===== config.mk =====
export PLATFORM = sky130hd
export DESIGN_NAME = payload_reader_flat
export DESIGN_NICKNAME = d
export VERILOG_FILES = /design/src/rtl/payload_reader_pkg.sv /design/src/rtl/payload_reader_if.sv /design/src/rtl/payload_out_fifo.sv /design/src/rtl/payload_reader.sv /design/src/flat_wrapper.sv
export SDC_FILE = /design/constraint.sdc
export NUM_CORES = 1
export LEC_CHECK = 0
export CORE_ASPECT_RATIO = 1.4
export CORE_MARGIN = 3
export CORE_UTILIZATION = 47
export DETAILED_ROUTE_END_ITERATION = 10
export SLEW_MARGIN = 20
export SYNTH_ARGS = -nofsm -noshare
export SYNTH_HDL_FRONTEND = slang
export SYNTH_SLANG_ARGS = --single-unit

===== constraint.sdc =====
create_clock -name clock -period 5.5 [get_ports clock]
set_clock_uncertainty 0.05 [all_clocks]
set_input_delay 0.825 -clock clock [delete_from_list [all_inputs] [get_ports clock]]
set_output_delay 0.825 -clock clock [all_outputs]
set_load 0.03 [all_outputs]

===== src/rtl/payload_reader_pkg.sv =====
// Shared types for the payload drain path: buffer address/data widths,
// packet word counts and the output FIFO entry layout.
package payload_reader_pkg;

    localparam int PAYLOAD_DEPTH = 16;
    localparam int ADDR_W        = 10;
    localparam int DATA_W        = 32;
    localparam int BYTECNT_W     = 3;
    localparam int WORDCNT_W     = $clog2(PAYLOAD_DEPTH + 1);

    typedef logic [ADDR_W-1:0]    Address_t;
    typedef logic [DATA_W-1:0]    Data_t;
    typedef logic [BYTECNT_W-1:0] ByteCount_t;
    typedef logic [WORDCNT_W-1:0] WordCount_t;

    typedef struct packed {
        Data_t      data;
        ByteCount_t byte_count;
        logic       last;
    } fifo_entry_t;

    // A descriptor may only start a walk if its length fits the output FIFO.
    function automatic logic word_count_legal(input WordCount_t words, input int depth);
        return (words != {WORDCNT_W{1'b0}}) && (int'(words) <= depth);
    endfunction

endpackage


===== src/rtl/payload_reader_if.sv =====
// Read bus between the payload buffer and its reader: the reader drives the
// walk start, the buffer returns one linked-list word per clock.
interface payload_reader_if;
    import payload_reader_pkg::*;

    Address_t   address;
    logic       isFirst;
    Data_t      data;
    ByteCount_t byteCount;
    logic       isLast;

    modport master (
        output address,
        output isFirst,
        input  data,
        input  byteCount,
        input  isLast
    );

    modport slave (
        input  address,
        input  isFirst,
        output data,
        output byteCount,
        output isLast
    );

endinterface


===== src/rtl/payload_out_fifo.sv =====
// Synchronous egress FIFO with occupancy count; read side is taken straight
// from storage registers so the egress outputs carry no input-to-output path.
module payload_out_fifo
    import payload_reader_pkg::*;
#(
    parameter int DEPTH = PAYLOAD_DEPTH
) (
    input  logic                         clock,
    input  logic                         reset,
    input  logic                         i_push,
    input  fifo_entry_t                  i_push_entry,
    input  logic                         i_pop_ready,
    output logic                         o_valid,
    output fifo_entry_t                  o_entry,
    output logic [$clog2(DEPTH+1)-1:0]   o_count
);

    localparam int PTR_W = $clog2(DEPTH);
    localparam int CNT_W = $clog2(DEPTH + 1);

    fifo_entry_t        r_mem [DEPTH];
    logic [PTR_W-1:0]   r_wr_ptr;
    logic [PTR_W-1:0]   r_rd_ptr;
    logic [CNT_W-1:0]   r_count;

    logic               w_empty;
    logic               w_full;
    logic               w_pop;
    logic               w_push;

    assign w_empty = (r_count == {CNT_W{1'b0}});
    assign w_full  = (r_count == CNT_W'(DEPTH));
    assign w_pop   = ~w_empty & i_pop_ready;
    // A simultaneous pop frees the slot being written, so push is legal when full.
    assign w_push  = i_push & (~w_full | w_pop);

    assign o_valid = ~w_empty;
    assign o_entry = w_empty ? fifo_entry_t'({$bits(fifo_entry_t){1'b0}}) : r_mem[r_rd_ptr];
    assign o_count = r_count;

    // Pointer and occupancy bookkeeping.
    always_ff @(posedge clock) begin
        if (reset) begin
            r_wr_ptr <= {PTR_W{1'b0}};
            r_rd_ptr <= {PTR_W{1'b0}};
            r_count  <= {CNT_W{1'b0}};
        end else begin
            if (w_push) begin
                r_wr_ptr <= (r_wr_ptr == PTR_W'(DEPTH - 1)) ? {PTR_W{1'b0}} : r_wr_ptr + PTR_W'(1);
            end else begin
                r_wr_ptr <= r_wr_ptr;
            end
            if (w_pop) begin
                r_rd_ptr <= (r_rd_ptr == PTR_W'(DEPTH - 1)) ? {PTR_W{1'b0}} : r_rd_ptr + PTR_W'(1);
            end else begin
                r_rd_ptr <= r_rd_ptr;
            end
            case ({w_push, w_pop})
                2'b10:   r_count <= r_count + CNT_W'(1);
                2'b01:   r_count <= r_count - CNT_W'(1);
                default: r_count <= r_count;
            endcase
        end
    end

    // Entry storage; contents are don't-care until counted as valid.
    always_ff @(posedge clock) begin
        if (w_push) begin
            r_mem[r_wr_ptr] <= i_push_entry;
        end
    end

endmodule


===== src/rtl/payload_reader.sv =====
// Drains packets from the payload buffer: accepts a descriptor only when the
// whole packet fits the egress FIFO, then walks the list one word per clock.
module payload_reader
    import payload_reader_pkg::*;
#(
    parameter int DEPTH = PAYLOAD_DEPTH
) (
    input  logic                 clock,
    input  logic                 reset,
    input  logic                 i_desc_valid,
    output logic                 o_desc_ready,
    input  Address_t             i_desc_head,
    input  WordCount_t           i_desc_words,
    output logic                 o_buf_req,
    input  logic                 i_buf_grant,
    output logic                 o_buf_enable,
    payload_reader_if.master     rdBus,
    output logic                 o_out_valid,
    input  logic                 i_out_ready,
    output Data_t                o_out_data,
    output ByteCount_t           o_out_byte_count,
    output logic                 o_out_last,
    output logic                 o_busy,
    output logic                 o_err_len
);

    localparam logic [1:0] ST_IDLE   = 2'd0;
    localparam logic [1:0] ST_ISSUE  = 2'd1;
    localparam logic [1:0] ST_STREAM = 2'd2;

    logic [1:0]   r_state;
    Address_t     r_head;
    WordCount_t   r_remaining;
    logic         r_err_len;

    WordCount_t   w_fifo_count;
    WordCount_t   w_space;
    logic         w_legal;
    logic         w_fits;
    logic         w_last_word;
    logic         w_desc_ready;
    logic         w_buf_req;
    logic         w_buf_enable;
    logic         w_is_first;
    Address_t     w_address;
    logic         w_push;
    fifo_entry_t  w_push_entry;
    fifo_entry_t  w_out_entry;

    assign w_legal      = word_count_legal(i_desc_words, DEPTH);
    assign w_space      = WordCount_t'(DEPTH) - w_fifo_count;
    assign w_fits       = (w_space >= i_desc_words);
    assign w_last_word  = (r_remaining == WordCount_t'(1));
    assign w_push_entry = {rdBus.data, rdBus.byteCount, w_last_word};

    // Handshake and buffer-control decode; everything is held low under reset.
    always_comb begin
        w_desc_ready = 1'b0;
        w_buf_req    = 1'b0;
        w_buf_enable = 1'b0;
        w_is_first   = 1'b0;
        w_address    = {ADDR_W{1'b0}};
        w_push       = 1'b0;
        if (reset) begin
            w_desc_ready = 1'b0;
        end else begin
            case (r_state)
                ST_IDLE: begin
                    w_buf_req    = i_desc_valid;
                    // Illegal lengths are swallowed without waiting for the buffer.
                    w_desc_ready = i_desc_valid & (~w_legal | (i_buf_grant & w_fits));
                end
                ST_ISSUE: begin
                    w_buf_req    = 1'b1;
                    w_buf_enable = 1'b1;
                    w_is_first   = 1'b1;
                    w_address    = r_head;
                end
                ST_STREAM: begin
                    w_buf_req    = 1'b1;
                    w_buf_enable = 1'b1;
                    w_push       = 1'b1;
                end
                default: begin
                    w_buf_req    = 1'b0;
                end
            endcase
        end
    end

    // Walk sequencing and sticky length-error capture.
    always_ff @(posedge clock) begin
        if (reset) begin
            r_state     <= ST_IDLE;
            r_head      <= {ADDR_W{1'b0}};
            r_remaining <= {WORDCNT_W{1'b0}};
            r_err_len   <= 1'b0;
        end else begin
            case (r_state)
                ST_IDLE: begin
                    if (w_desc_ready && w_legal) begin
                        r_head      <= i_desc_head;
                        r_remaining <= i_desc_words;
                        r_state     <= ST_ISSUE;
                    end else if (w_desc_ready) begin
                        r_err_len   <= 1'b1;
                    end else begin
                        r_state     <= ST_IDLE;
                    end
                end
                ST_ISSUE: begin
                    r_state <= ST_STREAM;
                end
                ST_STREAM: begin
                    r_remaining <= r_remaining - WordCount_t'(1);
                    // The count is authoritative; a disagreeing isLast only flags.
                    if (rdBus.isLast != w_last_word) begin
                        r_err_len <= 1'b1;
                    end
                    if (w_last_word) begin
                        r_state <= ST_IDLE;
                    end else begin
                        r_state <= ST_STREAM;
                    end
                end
                default: begin
                    r_state <= ST_IDLE;
                end
            endcase
        end
    end

    payload_out_fifo #(
        .DEPTH (DEPTH)
    ) u_out_fifo (
        .clock        (clock),
        .reset        (reset),
        .i_push       (w_push),
        .i_push_entry (w_push_entry),
        .i_pop_ready  (i_out_ready),
        .o_valid      (o_out_valid),
        .o_entry      (w_out_entry),
        .o_count      (w_fifo_count)
    );

    assign o_desc_ready     = w_desc_ready;
    assign o_buf_req        = w_buf_req;
    assign o_buf_enable     = w_buf_enable;
    assign rdBus.isFirst    = w_is_first;
    assign rdBus.address    = w_address;
    assign o_out_data       = w_out_entry.data;
    assign o_out_byte_count = w_out_entry.byte_count;
    assign o_out_last       = w_out_entry.last;
    assign o_busy           = ~reset & (r_state != ST_IDLE);
    assign o_err_len        = r_err_len;

endmodule


===== src/flat_wrapper.sv =====
// flat-port wrapper written by rule: the top's interface ports become plain ports
module payload_reader_flat import payload_reader_pkg::*;
#(
    parameter int DEPTH = PAYLOAD_DEPTH
)
  (clock, reset, i_desc_valid, o_desc_ready, i_desc_head, i_desc_words, o_buf_req, i_buf_grant, o_buf_enable, o_out_valid, i_out_ready, o_out_data, o_out_byte_count, o_out_last, o_busy, o_err_len, rdBus_address, rdBus_isFirst, rdBus_data, rdBus_byteCount, rdBus_isLast);
  payload_reader_if rdBus_i ();
  input  logic clock;
  input  logic reset;
  input  logic i_desc_valid;
  output logic o_desc_ready;
  input  Address_t i_desc_head;
  input  WordCount_t i_desc_words;
  output logic o_buf_req;
  input  logic i_buf_grant;
  output logic o_buf_enable;
  output logic o_out_valid;
  input  logic i_out_ready;
  output Data_t o_out_data;
  output ByteCount_t o_out_byte_count;
  output logic o_out_last;
  output logic o_busy;
  output logic o_err_len;
  output wire logic [$bits(rdBus_i.address)-1:0] rdBus_address;
  output wire logic [$bits(rdBus_i.isFirst)-1:0] rdBus_isFirst;
  input wire logic [$bits(rdBus_i.data)-1:0] rdBus_data;
  input wire logic [$bits(rdBus_i.byteCount)-1:0] rdBus_byteCount;
  input wire logic [$bits(rdBus_i.isLast)-1:0] rdBus_isLast;
  assign rdBus_address = rdBus_i.address;
  assign rdBus_isFirst = rdBus_i.isFirst;
  assign rdBus_i.data = rdBus_data;
  assign rdBus_i.byteCount = rdBus_byteCount;
  assign rdBus_i.isLast = rdBus_isLast;
  payload_reader #(.DEPTH(DEPTH)) u_core (.clock(clock), .reset(reset), .i_desc_valid(i_desc_valid), .o_desc_ready(o_desc_ready), .i_desc_head(i_desc_head), .i_desc_words(i_desc_words), .o_buf_req(o_buf_req), .i_buf_grant(i_buf_grant), .o_buf_enable(o_buf_enable), .rdBus(rdBus_i), .o_out_valid(o_out_valid), .i_out_ready(i_out_ready), .o_out_data(o_out_data), .o_out_byte_count(o_out_byte_count), .o_out_last(o_out_last), .o_busy(o_busy), .o_err_len(o_err_len));
endmodule

Word-level counts from Yosys, hierarchy flattened
Memory sizes are Yosys's and may differ from the RTL's. A register that Yosys moved wholly into a read port is not among the register bits.
Index checks and enable logic that the tools add are counted.
Cells by class
  bitwise gates (word level): 11
  $add $sub $neg: 6
  multiplexer cells: 30
  reductions and logical operators: 12
  $lt $le $gt $ge: 2
  equal/unequal tests: 14
Operator list (number)
  $mux W36: 1
  $mux W10: 2
  $pmux W5 S2: 2
  $mux W4: 4
  $mux W1: 14
  $sub A5 B1 Y5 const B: 2
  $add A4 B1 Y4 const B: 2
  $eq A4 B4 Y1 const B: 2
  $mux W2: 3
  $ne A2 B1 Y1 const B: 3
  $pmux W2 S3: 1
  $reduce_bool A2 Y1: 3
  $add A5 B1 Y5 const B: 1
  $and A1 B1 Y1: 5
  $eq A5 B1 Y1 const B: 1
  $eq A5 B5 Y1 const B: 1
  $ge A5 B5 Y1: 1
  $le A5 B5 Y1 const B: 1
  $logic_not A5 Y1: 1
  $mux W5: 1
  $reduce_bool A5 Y1: 1
  $sub A5 B5 Y5 const A: 1
  $eq A2 B1 Y1 const B: 2
  $eq A2 B2 Y1 const B: 2
  11 further kinds: 18
Word-level totals
  memory bits (writable): 576
  logic and storage cells: 83
  memories kept: 1
  register bits after elaboration: 31
  input bits: 56
Memories
  u_core.u_out_fifo.r_mem: words 16, width 36, read ports 1, clocked after memory_dff 1, write ports 1, line payload_out_fifo.sv:21  | fifo_entry_t r_mem [DEPTH];

Longest topological paths before layout
Gate-level depths: netlist of run 1.
  word-level depth: 10
  mapped depth: 13
  depth with buffers taken out: 13

Hierarchy
A second synthesis of run 1 with hierarchy kept.
Unflattened totals
  cells, all modules: 1213
  area total of the unflattened synthesis: 24215.7 um^2
By module, submodules not included
  payload_out_fifo: seq. area each 17636.9 um^2, area an instance 22864.4 um^2, times used 1, cells an instance 1044
  payload_reader: seq. area each 360.3 um^2, area an instance 1351.3 um^2, times used 1, cells an instance 169

Least setup slack after synthesis of run 1
OpenSTA, ideal clock, no wires.
  path kind: input to register
  start: in reset
  end: mem u_core.u_out_fifo.r_mem[3][0] in the netlist's numbering, enable pin
  path buffers: 1
  cell stages on the path: 5
  arrival: 4.221 ns
  setup slack: 0.755 ns
  path through: clkbuf_1 nor2b_1 a21boi_2 nand2_1 nor3_1
Between the ends
  cells in the longest elaborated chain, start to end: 4
RTL lines
  from (decl): line flat_wrapper.sv:9  | input logic reset;
  $mux W1: line payload_reader.sv:64  | if (reset) begin
  $and A1 B1 Y1: line payload_out_fifo.sv:35  | assign w_push = i_push & (~w_full | w_pop);
  $mux W1: line payload_out_fifo.sv:68  | if (w_push) begin
  $mux W1 (not written as such): line payload_out_fifo.sv:69  | r_mem[r_wr_ptr] <= i_push_entry;
  to (decl): line payload_out_fifo.sv:21
Every way passes these cells.

Worst setup path in the final report of run 1
  start: reg u_core.u_out_fifo.r_count[0], in the netlist u_core.u_out_fifo.o_count[0]
  end: out o_desc_ready
Between the ends
  cells in the longest elaborated chain, start to end: 7
RTL lines
  from (decl): line payload_out_fifo.sv:24  | logic [CNT_W-1:0] r_count;
  from (signal assigned): line payload_out_fifo.sv:46  | r_count <= {CNT_W{1'b0}};
  from (signal assigned): line payload_out_fifo.sv:59  | 2'b10: r_count <= r_count + CNT_W'(1);
  from (signal assigned): line payload_out_fifo.sv:60  | 2'b01: r_count <= r_count - CNT_W'(1);
  $sub A5 B5 Y5: line payload_reader.sv:51  | assign w_space = WordCount_t'(DEPTH) - w_fifo_count;
  $ge A5 B5 Y1: line payload_reader.sv:52  | assign w_fits = (w_space >= i_desc_words);
  $and A1 B1 Y1: line payload_reader.sv:71  | w_desc_ready = i_desc_valid & (~w_legal | (i_buf_grant & w_fits));
  $or A1 B1 Y1: line payload_reader.sv:71
  $and A1 B1 Y1: line payload_reader.sv:71
  $mux W1: line payload_reader.sv:67  | case (r_state)
  $mux W1: line payload_reader.sv:64
  to (decl): line flat_wrapper.sv:11  | output logic o_desc_ready;
Every way passes these cells.

==> results of run 1 <==
==> power groups by stage <==
| stage | clock [mW] | combinational (mW) | sequential (mW) |
|---|---|---|---|
| 2_1_floorplan | 0 | 1.64 | 5.24 |
| 3_3_place_gp | 0 | 2.30 | 5.32 |
| 3_5_place_dp | 0 | 2.31 | 5.32 |
| 4_1_cts | 3.92 | 2.32 | 5.22 |
| 5_1_grt | 4.10 | 2.43 | 5.23 |
| 6_report | 3.83 | 2.25 | 5.21 |
==> cells in the mapped netlist (2+ instances only) <==
cell type,count,area (um2)
a21o_1,3,22.52
a21oi_1,31,155.2
a31oi_1,2,12.51
and2_1,46,287.8
and3_1,2,12.51
buf_1,9,33.78
buf_2,14,70.07
buf_6,8,90.09
clkbuf_1,23,86.33
dfxtp_1,35,700.7
edfxtp_1,576,17300
ha_1,22,275.3
inv_1,20,75.07
mux2i_1,2,20.02
mux4_2,180,4054
nand2_1,20,75.07
nand2b_1,7,43.79
nand3_1,17,85.08
nor2_1,29,108.9
nor2b_1,5,31.28
nor3_1,6,30.03
o2111ai_1,2,17.52
o211ai_1,3,22.52
o21ai_0,18,90.09
o21ai_1,2,10.01
o311ai_1,2,17.52
o31ai_1,2,15.01
or3_1,3,18.77
xnor2_1,8,70.07
xor2_1,2,17.52
==> path summary, 6_finish.rpt <==
check,start,end,slack [ps],cells after the start
worst min-delay path,u_core.r_head[2]$_SDFFE_PP0P_,u_core.r_head[2]$_SDFFE_PP0P_,430,2
worst max register to register,u_core.u_out_fifo.o_count[0]$_SDFFE_PP0P_,u_core.u_out_fifo.r_mem[9][22]$_DFFE_PP_,2070,9
worst max-delay path,u_core.u_out_fifo.o_count[0]$_SDFFE_PP0P_,o_desc_ready,860,11
worst min register to register,u_core.r_head[2]$_SDFFE_PP0P_,u_core.r_head[2]$_SDFFE_PP0P_,430,2
==> flip-flops by register name (all words and copies together), names as in the netlist, named ones only <==
signal and flops:
u_core.r_remaining 5, u_core.r_head 10, u_core.u_out_fifo.r_rd_ptr 4, u_core.r_state 2, u_core.o_err_len 1, u_core.u_out_fifo.o_count 5, u_core.u_out_fifo.r_mem 576, u_core.u_out_fifo.r_wr_ptr 4
==> stage by stage <==
stage          hold slack (ps)  worst slack, ps  instances
3_5_place_dp             414.2             1216       1849
6_report                 425.9            864.8       1950
3_3_place_gp             407.4             1255       1849
4_1_cts                  424.1            845.0       1950
5_1_grt                  462.7            655.2       1950
2_1_floorplan            398.9            755.3       1116
==> critical path, stage by stage (launching register included) <==
cell and delay, ps:
dfxtp_1 330, inv_1 160, ha_1 220, nor3b_1 350
ha_1 310, inv_1 60, ha_1 230, a21o_1 180
nand2_1 110, o21a_1 470, a21oi_1 140, clkdlybuf4s50_1 610
==> cell type report <==
| cell class | instances | area [um2] | share of cell area, % |
|---|---|---|---|
| timing repair buffer | 144 | 1501 | 5.367 |
| multi-input combinational | 431 | 5769 | 20.62 |
| clock buffer | 70 | 1506 | 5.385 |
| sequential | 611 | 18010 | 64.38 |
| clock inverter | 31 | 306.5 | 1.096 |
| inverter | 20 | 75.07 | 0.2684 |
| tap | 643 | 804.5 | 2.876 |
==> layout by cell type, fill, tap and decap left out, types with 2 or more instances in the layout <==
| cell type | Yosys | routed |
|---|---|---|
| o2111ai_1 | 2 | 2 |
| a21o_1 | 3 | 3 |
| o21ai_1 | 2 | 2 |
| buf_12 | 0 | 12 |
| clkdlybuf4s50_1 | 0 | 108 |
| a21oi_1 | 31 | 31 |
| xnor2_1 | 8 | 8 |
| clkbuf_1 | 23 | 11 |
| dfxtp_1 | 35 | 31 |
| clkinv_2 | 0 | 10 |
| nand3_1 | 17 | 17 |
| and2_1 | 46 | 46 |
| o31ai_1 | 2 | 2 |
| nor3_2 | 0 | 4 |
| nand2_1 | 20 | 20 |
| edfxtp_1 | 576 | 576 |
| inv_1 | 20 | 19 |
| o311ai_1 | 2 | 2 |
| o21ai_0 | 18 | 18 |
| nor2_1 | 29 | 17 |
| buf_4 | 0 | 24 |
| xor2_1 | 2 | 2 |
| mux4_2 | 180 | 180 |
| nand2b_1 | 7 | 7 |
| o211ai_1 | 3 | 3 |
| dfxtp_4 | 0 | 3 |
| mux2i_1 | 2 | 2 |
| and3_1 | 2 | 2 |
| clkbuf_16 | 0 | 58 |
| nor3_1 | 6 | 2 |
| nor2_4 | 0 | 12 |
| ha_1 | 22 | 22 |
| or3_1 | 3 | 3 |
| nor2b_1 | 5 | 5 |
| a31oi_1 | 2 | 2 |
| clkinv_1 | 0 | 14 |
| bufinv_16 | 0 | 6 |
==> metal layers <==
metal,up-vias,wire length (um)
met5,-,11
met4,2,639
met3,52,2017
met2,255,27610
met1,6117,20880
li1,4924,-
==> cell families after synthesis <==
group	count (synthesis)
and+or+nand+nor	141
xor gates and xnor gates	10
DFF	611
muxes	182
AOI/OAI and AO/OA	75
buffers and inverters	74
adders and majority gates	23
==> flow_summary.toml, run 1 <==
[flow_run]
maxCapViolations = 0

[synth]
ys_warn_count = 0
synth_fa_ha_area_share_pct = 1.230
syn_inst = 1116
synth_ff_type = "edfxtp_1"
synth.distinct_cells = 47
synth-async-reset-ratio_pct = 0
syn_area_um2 = 24010
ys_seq_area_share_pct = 74.97
synth-simple-area-share_pct = 3.101
synth-xor-area-share_pct = 0.3648
synth_seq_cells = 611
synth_area_per_cell_um2 = 21.51
synth_fp_nets = 1195
synth_top_family_by_area = "multiplexers"
synth_edf_count = 576
synth-compound-area-share_pct = 1.882
muxShareOfSynthArea_pct = 16.97

[final_layout]
nets = 1343
nFillCells = 3833
diodes = 0
drive_gt1_share_pct = 24.33
final_util_pct = 55.67
synthToLayoutAreaGrowth_pct = 16.53
final_area_um2 = 27970

[global_route]
grt_use_met3_pct = 2.696
grt_first_pass_wirelength_mm = 77.07
track_usage_pct = 19.32
grt_pass1_vias = 12110
busiest_layer = "met2"
grt_overflow = 0
grt_antenna_before_repair = 1
grt_max_degree = 74
use_met2_pct = 34.58
use_met1_pct = 25.68

[power_and_ir_drop]
sequentialPowerShare_pct = 46.1
ir_drop_uv = 236.4
leakage_nw = 8.550
p_per_area_nw_per_um2 = 404.0
p_int_mw = 8.453
p_clk_share_pct = 33.9
swShare_pct = 25.19
pwr-share-comb_pct = 19.9
power_mw = 11.30
p_sw_mw = 2.847

[clocking]
ctsResizeCount = 0
post_cts_buffers = 0
htree_levels = 2
cts_num_sinks = 611
cts_hold_buf = 0
cts_buffer_depth = 3
cts_root_buffer = "clkbuf_16"
cts_tree = "done"
cts_made_buffers = 56
path_clk_slew_ps = 70
insertion_delay_ps = 590

[timing]
post-route-min-period_ps = 4635
max_freq_ghz = 0.2157
hold_viol = 0
slew_viol_final = 0
finalCritPeriodShare_pct = 84.28
relSlewSlack_pct = 34.49
setup_violations = 0
fin_tns_setup_ps = 0
rsz0062_at_grt = "false"
worst_pin_slew_ps = 982.7

[route]
route.detailed.drc = 0
post_drt_wl_per_cell_um = 26.23
wirelength_mm = 51.15
first_pass_iters = 5
vias = 11350
vias_per_cell = 5.821
antenna_left = 0
drt-initial-drc-count = 687

[die]
die_h_um = 273.4
ioPinCount = 109
die_area_um2 = 53860
die_w_um = 197.0
core_area_um2 = 50250
num_rows = 97
initial_core_util_pct = 47.78

[min_path]
min_path_type = "flop to flop"

[placed_design]
place_congestion = 0.7802
dp_hpwl_mm = 28.37
place.port_buffers = 108
postPlaceCellArea_um2 = 26160

[setup_path]
crit_required_ps = 4620
worstPathArrival_ps = 3760
cp-end-kind = "primary output"
criticalPathCategory = "flop to primary output"
crit_path_start_kind = "flop"
worstPathMaxFanout = 16

[status]
status = "finished, final reports clean"
Power figures use the tool's default switching activity.
==> inputs of run 2 (changes only) <==
- clock period: 5.5 -> 4.55 ns (I/O delays scaled with it)
==> run 2 against run 1 <==
  * Critical path depth shrank 3
  * Non-clock buffer count grew 4
  * Combinational power grew 23%
  * Largest cell class unchanged
  * Global-route usage grew 0.41 points
  * Worst hold slack lost 6.2 ps
  * Flip-flop and latch count is the same
  * Critical endpoint is now o_out_byte_count[1]
  * Sequential share of layout area shrank 0.12 points
  * Register-to-register slack lost 960 ps
  * Setup slack lost 460 ps
  * Final cell count grew 0.56%
  * Total power grew 21%
  * Sequential power grew 20%
==> flow_summary.toml, run 2 (synthesis results as in run 1) <==
[power_and_ir_drop]
p_clk_share_pct = 33.9
sequentialPowerShare_pct = 45.9
p_per_area_nw_per_um2 = 485.9
p_sw_mw = 3.448
ir_drop_uv = 306.3
pwr-share-comb_pct = 20.3
swShare_pct = 25.32
leakage_nw = 8.541
p_int_mw = 10.17

[timing]
rsz0062_at_grt = "false"
worst_pin_slew_ps = 824.1
finalCritPeriodShare_pct = 91.00
max_freq_ghz = 0.2415
post-route-min-period_ps = 4141
layout_setup_ws_ps = 409.3
slew_viol_final = 0
fin_tns_setup_ps = 0
whs_ps = 419.7
relSlewSlack_pct = 45.06
hold_viol = 0
setup_violations = 0

[placed_design]
postPlaceCellArea_um2 = 26200
place_congestion = 0.7586
place.port_buffers = 108
place_ws_ps = 736.2
dp_hpwl_mm = 27.62

[route]
post_drt_wl_per_cell_um = 26.46
first_pass_iters = 5
route.detailed.drc = 0
wirelength_mm = 51.88
vias = 11330
antenna_left = 0
vias_per_cell = 5.779
drt-initial-drc-count = 883

[setup_path]
r2r-start = "u_core.u_out_fifo.o_count[0]$_SDFFE_PP0P_"
rrSetupSlack_ps = 1110
crit_path_top_delay_cell = "clkdlybuf4s50_1"
crit_chain = "inv_1 > ha_1 > nor3b_1 > ha_1 > clkinvlp_4 > buf_4 > and2_1 > clkdlybuf4s50_1"
cp.depth = 8
worstPathMaxFanout = 20
crit_buf_inv = 4
criticalPathCategory = "flop to primary output"
endpoint = "o_out_byte_count[1]"
rr_worst_depth = 13
crit_path_frequent_cell = "ha_1"
rr_endpoint = "u_core.u_out_fifo.o_count[4]$_SDFFE_PP0P_"
crit_family = "buffers and inverters"
cp-end-kind = "primary output"
crit_required_ps = 3820
crit_path_start_kind = "flop"
startpoint = "u_core.u_out_fifo.o_count[0]$_SDFFE_PP0P_"
worstPathArrival_ps = 3410
cpPeakStageDelay_ps = 590

[final_layout]
top_regs = "u_core.u_out_fifo.r_mem x576, u_core.r_head x10"
nets = 1348
final_util_pct = 55.77
final_area_um2 = 28020
final_common_cell = "edfxtp_1"
ff_latch_area_um2 = 18010
drive_gt1_share_pct = 24.53
top_register = "u_core.u_out_fifo.r_mem"
nFillCells = 3848
largest_register_ffs = 576
final_cell_mix = "edfxtp_1, mux4_2, clkdlybuf4s50_1"
multiInputGateArea_um2 = 5794
synthToLayoutAreaGrowth_pct = 16.74

[die]
die_area_um2 = 53860
die_h_um = 273.4
ioPinCount = 109
die_w_um = 197.0
num_rows = 97
initial_core_util_pct = 47.78
core_area_um2 = 50250

[global_route]
grt_max_degree = 87
grt_antenna_before_repair = 2
grt_pass1_vias = 12360
track_usage_pct = 19.73
grt_overflow = 0
grt_first_pass_wirelength_mm = 78.72

[clocking]
cts_buffer_depth = 3
htree_levels = 2
cts_tree = "done"
cts_made_buffers = 57
insertion_delay_ps = 580
cts_num_sinks = 611
cts_root_buffer = "clkbuf_16"
path_clk_slew_ps = 60

[flow_run]
maxCapViolations = 0

[min_path]
min_path_type = "flop to flop"

[status]
status = "finished, final reports clean"
run 2: worst min-delay path by stage:
| stage | start | to | cells past startpoint |
|---|---|---|---|
| detailed placement | u_core.r_head[1]$_SDFFE_PP0P_ | u_core.r_head[1]$_SDFFE_PP0P_ | 2 |
| global route | u_core.r_head[1]$_SDFFE_PP0P_ | u_core.r_head[1]$_SDFFE_PP0P_ | 2 |
| floorplan | u_core.r_head[0]$_SDFFE_PP0P_ | u_core.r_head[0]$_SDFFE_PP0P_ | 2 |
| CTS | u_core.r_head[4]$_SDFFE_PP0P_ | u_core.r_head[4]$_SDFFE_PP0P_ | 2 |
| finish | u_core.r_head[4]$_SDFFE_PP0P_ | u_core.r_head[4]$_SDFFE_PP0P_ | 2 |
| global placement | u_core.o_err_len$_SDFFE_PP0P_ | u_core.o_err_len$_SDFFE_PP0P_ | 2 |
run 2: power groups by stage:
stage / clock network (mW) / logic, mW / registers [mW]
final: 4.61 / 2.76 / 6.24
after global routing: 4.94 / 2.99 / 6.25
after CTS: 4.72 / 2.82 / 6.25
after detailed placement: 0 / 2.82 / 6.37
after global placement: 0 / 2.79 / 6.36
after floorplan: 0 / 1.98 / 6.33
run 2: stage by stage:
step	instances	total power [mW]
finish	1961	13.62
global route	1960	14.17
CTS	1960	13.79
detailed placement	1853	9.183
global placement	1853	9.156
floorplan	1116	8.308
run 2: routing by layer:
| metal | up-vias | GRT usage, % | share of wire [%] |
|---|---|---|---|
| met3 | 71 | 3.090 | 5.0 |
| met4 | 2 | 3.979 | 1.7 |
| met1 | 6006 | 25.25 | 39 |
| li1 | 4947 | - | - |
| met2 | 306 | 35.97 | 54 |
| met5 | - | 0 | 0.013 |
run 2: worst register-to-register path, stage by stage (launching register included):
cell and delay, ps:
dfxtp_1 340, inv_1 110, ha_1 240, nor3b_1 160
ha_1 240, nand2b_1 260, nor2_1 370, inv_1 100
fa_1 430, nor2b_1 120, o21ai_0 90, a2111oi_0 550
o21ai_0 170, a21oi_1 140
run 2: repair_timing:
item / in CTS / in global routing
endpoints found under the setup margin: 0 / 20
gates resized for setup: 0 / 1
setup buffers: 0 / 0
hold buffers: 0 / 0
endpoints found under the hold margin: 0 / 0
run 2: area by class of cell:
cell class / count / area share (%)
clock inverters: 37 / 1.067
multi-input cells: 431 / 20.68
inverters: 20 / 0.2813
well taps: 643 / 2.871
clock buffers: 70 / 5.411
flip-flops and latches: 611 / 64.26
diodes: 1 / 0.008929
repair buffers: 148 / 5.420
==> inputs of run 3 (changes only) <==
- CAP_MARGIN: default -> 20
- CTS_CLUSTER_DIAMETER: default -> 30
- GPL_ROUTABILITY_DRIVEN: default -> 1
==> run 3 against run 2 <==
  * Count of clock-buffer cells in the layout grew 36
  * Design area grew 5.6%
  * Worst hold slack got worse by 0.92 ps
  * Clock power rose by 63%
  * Sequential share of layout area decreased by 3.4 points
  * Via count up 2.9%
  * Sequential power is essentially flat
  * Global-route usage rose by 0.67 points
  * Non-clock buffer count is the same
  * Combinational power hardly changed
  * Wire length rose by 2.1%
  * Final cell count increased by 3.5%
  * Largest cell class unchanged
==> flow_summary.toml, run 3 (synthesis results as in run 1) <==
[status]
status = "finished, final reports clean"

[clocking]
post_cts_buffers = 0
cts_tree = "done"
cts_num_sinks = 611
cts_made_buffers = 95
htree_levels = 3
path_clk_slew_ps = 50
cts_root_buffer = "clkbuf_16"
cts_hold_buf = 0
cts_buffer_depth = 3
insertion_delay_ps = 620

[timing]
hold_viol = 0
slew_viol_final = 0
finalCritPeriodShare_pct = 91.30
post-route-min-period_ps = 4154
max_freq_ghz = 0.2407
worst_pin_slew_ps = 828.9
setup_violations = 0
relSlewSlack_pct = 44.74
fin_tns_setup_ps = 0
rsz0062_at_grt = "false"

[final_layout]
largest_register_ffs = 576
final_common_cell = "edfxtp_1"
top_regs = "u_core.u_out_fifo.r_mem x576, u_core.r_head x10"
synthToLayoutAreaGrowth_pct = 23.24
top_register = "u_core.u_out_fifo.r_mem"
final_cell_mix = "edfxtp_1, mux4_2, clkdlybuf4s50_1"
drive_gt1_share_pct = 29.37
final_area_um2 = 29580
nets = 1386

[die]
initial_core_util_pct = 47.78
die_w_um = 197.0
ioPinCount = 109
num_rows = 97
die_area_um2 = 53860
die_h_um = 273.4
core_area_um2 = 50250

[power_and_ir_drop]
pwr-share-comb_pct = 16.7
p_per_area_nw_per_um2 = 558.6
ir_drop_uv = 318.7
p_clk_share_pct = 45.5
p_sw_mw = 4.102
sequentialPowerShare_pct = 37.8
p_int_mw = 12.42
swShare_pct = 24.82
leakage_nw = 9.270

[setup_path]
crit_chain = "inv_1 > ha_1 > nor3b_1 > ha_1 > clkinvlp_4 > buf_4 > and2_1 > clkdlybuf4s50_1"
rr_worst_depth = 13
rr_endpoint = "u_core.u_out_fifo.o_count[4]$_SDFFE_PP0P_"
criticalPathCategory = "flop to primary output"
crit_required_ps = 3820
cp-end-kind = "primary output"
cpPeakStageDelay_ps = 590
crit_path_start_kind = "flop"
r2r-start = "u_core.u_out_fifo.o_count[0]$_SDFFE_PP0P_"
crit_path_top_delay_cell = "clkdlybuf4s50_1"
rrSetupSlack_ps = 1120
worstPathMaxFanout = 20
worstPathArrival_ps = 3420
crit_path_frequent_cell = "ha_1"

[route]
route.detailed.drc = 0
antenna_left = 0
dr_wl_met3_mm = 2.768
vias = 11670
drt-initial-drc-count = 879
wirelength_mm = 52.97
vias_per_cell = 5.747
first_pass_iters = 5
topRoutingLayerUsed = "met5"
wl_met2_mm = 28.51
post_drt_wl_per_cell_um = 26.09
wl_met1_mm = 20.64

[min_path]
min_path_type = "flop to flop"
hold_end = "u_core.r_head[1]$_SDFFE_PP0P_"
hold_path.startpoint = "u_core.r_head[1]$_SDFFE_PP0P_"
whs_path_depth = 2

[placed_design]
dp_hpwl_mm = 27.62
postPlaceCellArea_um2 = 26200
place_congestion = 0.7586
place.port_buffers = 108

[global_route]
grt_max_degree = 87
grt_pass1_vias = 12900
track_usage_pct = 20.40
grt_antenna_before_repair = 2
grt_first_pass_wirelength_mm = 80.70
grt_overflow = 0

[flow_run]
maxCapViolations = 0
-- run 3: cell count changes in the layout (fill, tap and decap cells not counted), sizes merged --
cell	change
clkinvlp	+10
clkbuf	+36
clkinv	-7
bufinv	+10
inv	+20
-- run 3: final cells by class --
class / instances / area [um2]
Antenna cell: 1 / 2.502
Clock buffer: 106 / 2514
Clock inverter: 70 / 862.1
Fill cell: 3690 / 20660
Inverter: 20 / 78.83
Multi-Input combinational cell: 431 / 5794
Sequential cell: 611 / 18010
Tap cell: 643 / 804.5
Timing Repair Buffer: 148 / 1519
-- run 3: worst max path at each step --
stage	from	to	slack (ps)	cells past startpoint
finish	u_core.u_out_fifo.o_count[0]$_SDFFE_PP0P_	o_out_data[6]	400	8
floorplan	u_core.u_out_fifo.o_count[0]$_SDFFE_PP0P_	u_core.u_out_fifo.r_mem[15][0]$_DFFE_PP_	830	8
global placement	u_core.u_out_fifo.o_count[0]$_SDFFE_PP0P_	o_out_byte_count[2]	800	8
detailed placement	u_core.u_out_fifo.o_count[0]$_SDFFE_PP0P_	o_out_byte_count[1]	740	8
global route	u_core.u_out_fifo.o_count[0]$_SDFFE_PP0P_	o_out_data[15]	140	8
CTS	u_core.u_out_fifo.o_count[0]$_SDFFE_PP0P_	o_out_byte_count[1]	50	8
-- run 3: power by group through the flow --
stage	combinational [mW]	sequential, mW	clock, mW
after floorplan	1.98	6.33	0
after global placement	2.79	6.36	0
after detailed placement	2.82	6.37	0
after CTS	2.82	6.25	7.65
after global routing	2.99	6.26	7.91
final	2.76	6.25	7.52
-- run 3: worst max-delay path, delay by kind of cell (launching register included) --
family                   cells  cell delay [ps]
adder cells (fa/ha/maj)      2              500
buffers and inverters        4             1530
flip-flops                   1              320
AND/OR/NAND/NOR              2              450
-- run 3: through the flow --
| stage | total power, mW | std cells | util (%) | hold WS, ps | setup slack (ps) |
|---|---|---|---|---|---|
| finish | 16.53 | 2030 | 58.88 | 418.8 | 395.9 |
| global placement | 9.156 | 1853 | 52.15 | 406.6 | 804.7 |
| floorplan | 8.308 | 1116 | - | 398.9 | 825.7 |
| global route | 17.16 | 2029 | 58.87 | 445.8 | 135.2 |
| CTS | 16.73 | 2029 | 58.87 | 421.1 | 53.82 |
| detailed placement | 9.183 | 1853 | 52.15 | 414.0 | 736.2 |
-- run 3: routing by layer --
metal / up-vias / track usage (%)
li1: 5063 / -
met5: - / 0
met4: 2 / 6.137
met3: 73 / 4.014
met2: 340 / 36.41
met1: 6188 / 25.33
-- run 3: repair_timing --
item / in CTS / in global routing
setup endpoints to repair: 0 / 20
resized for setup: 0 / 1
hold endpoints to repair: 0 / 0
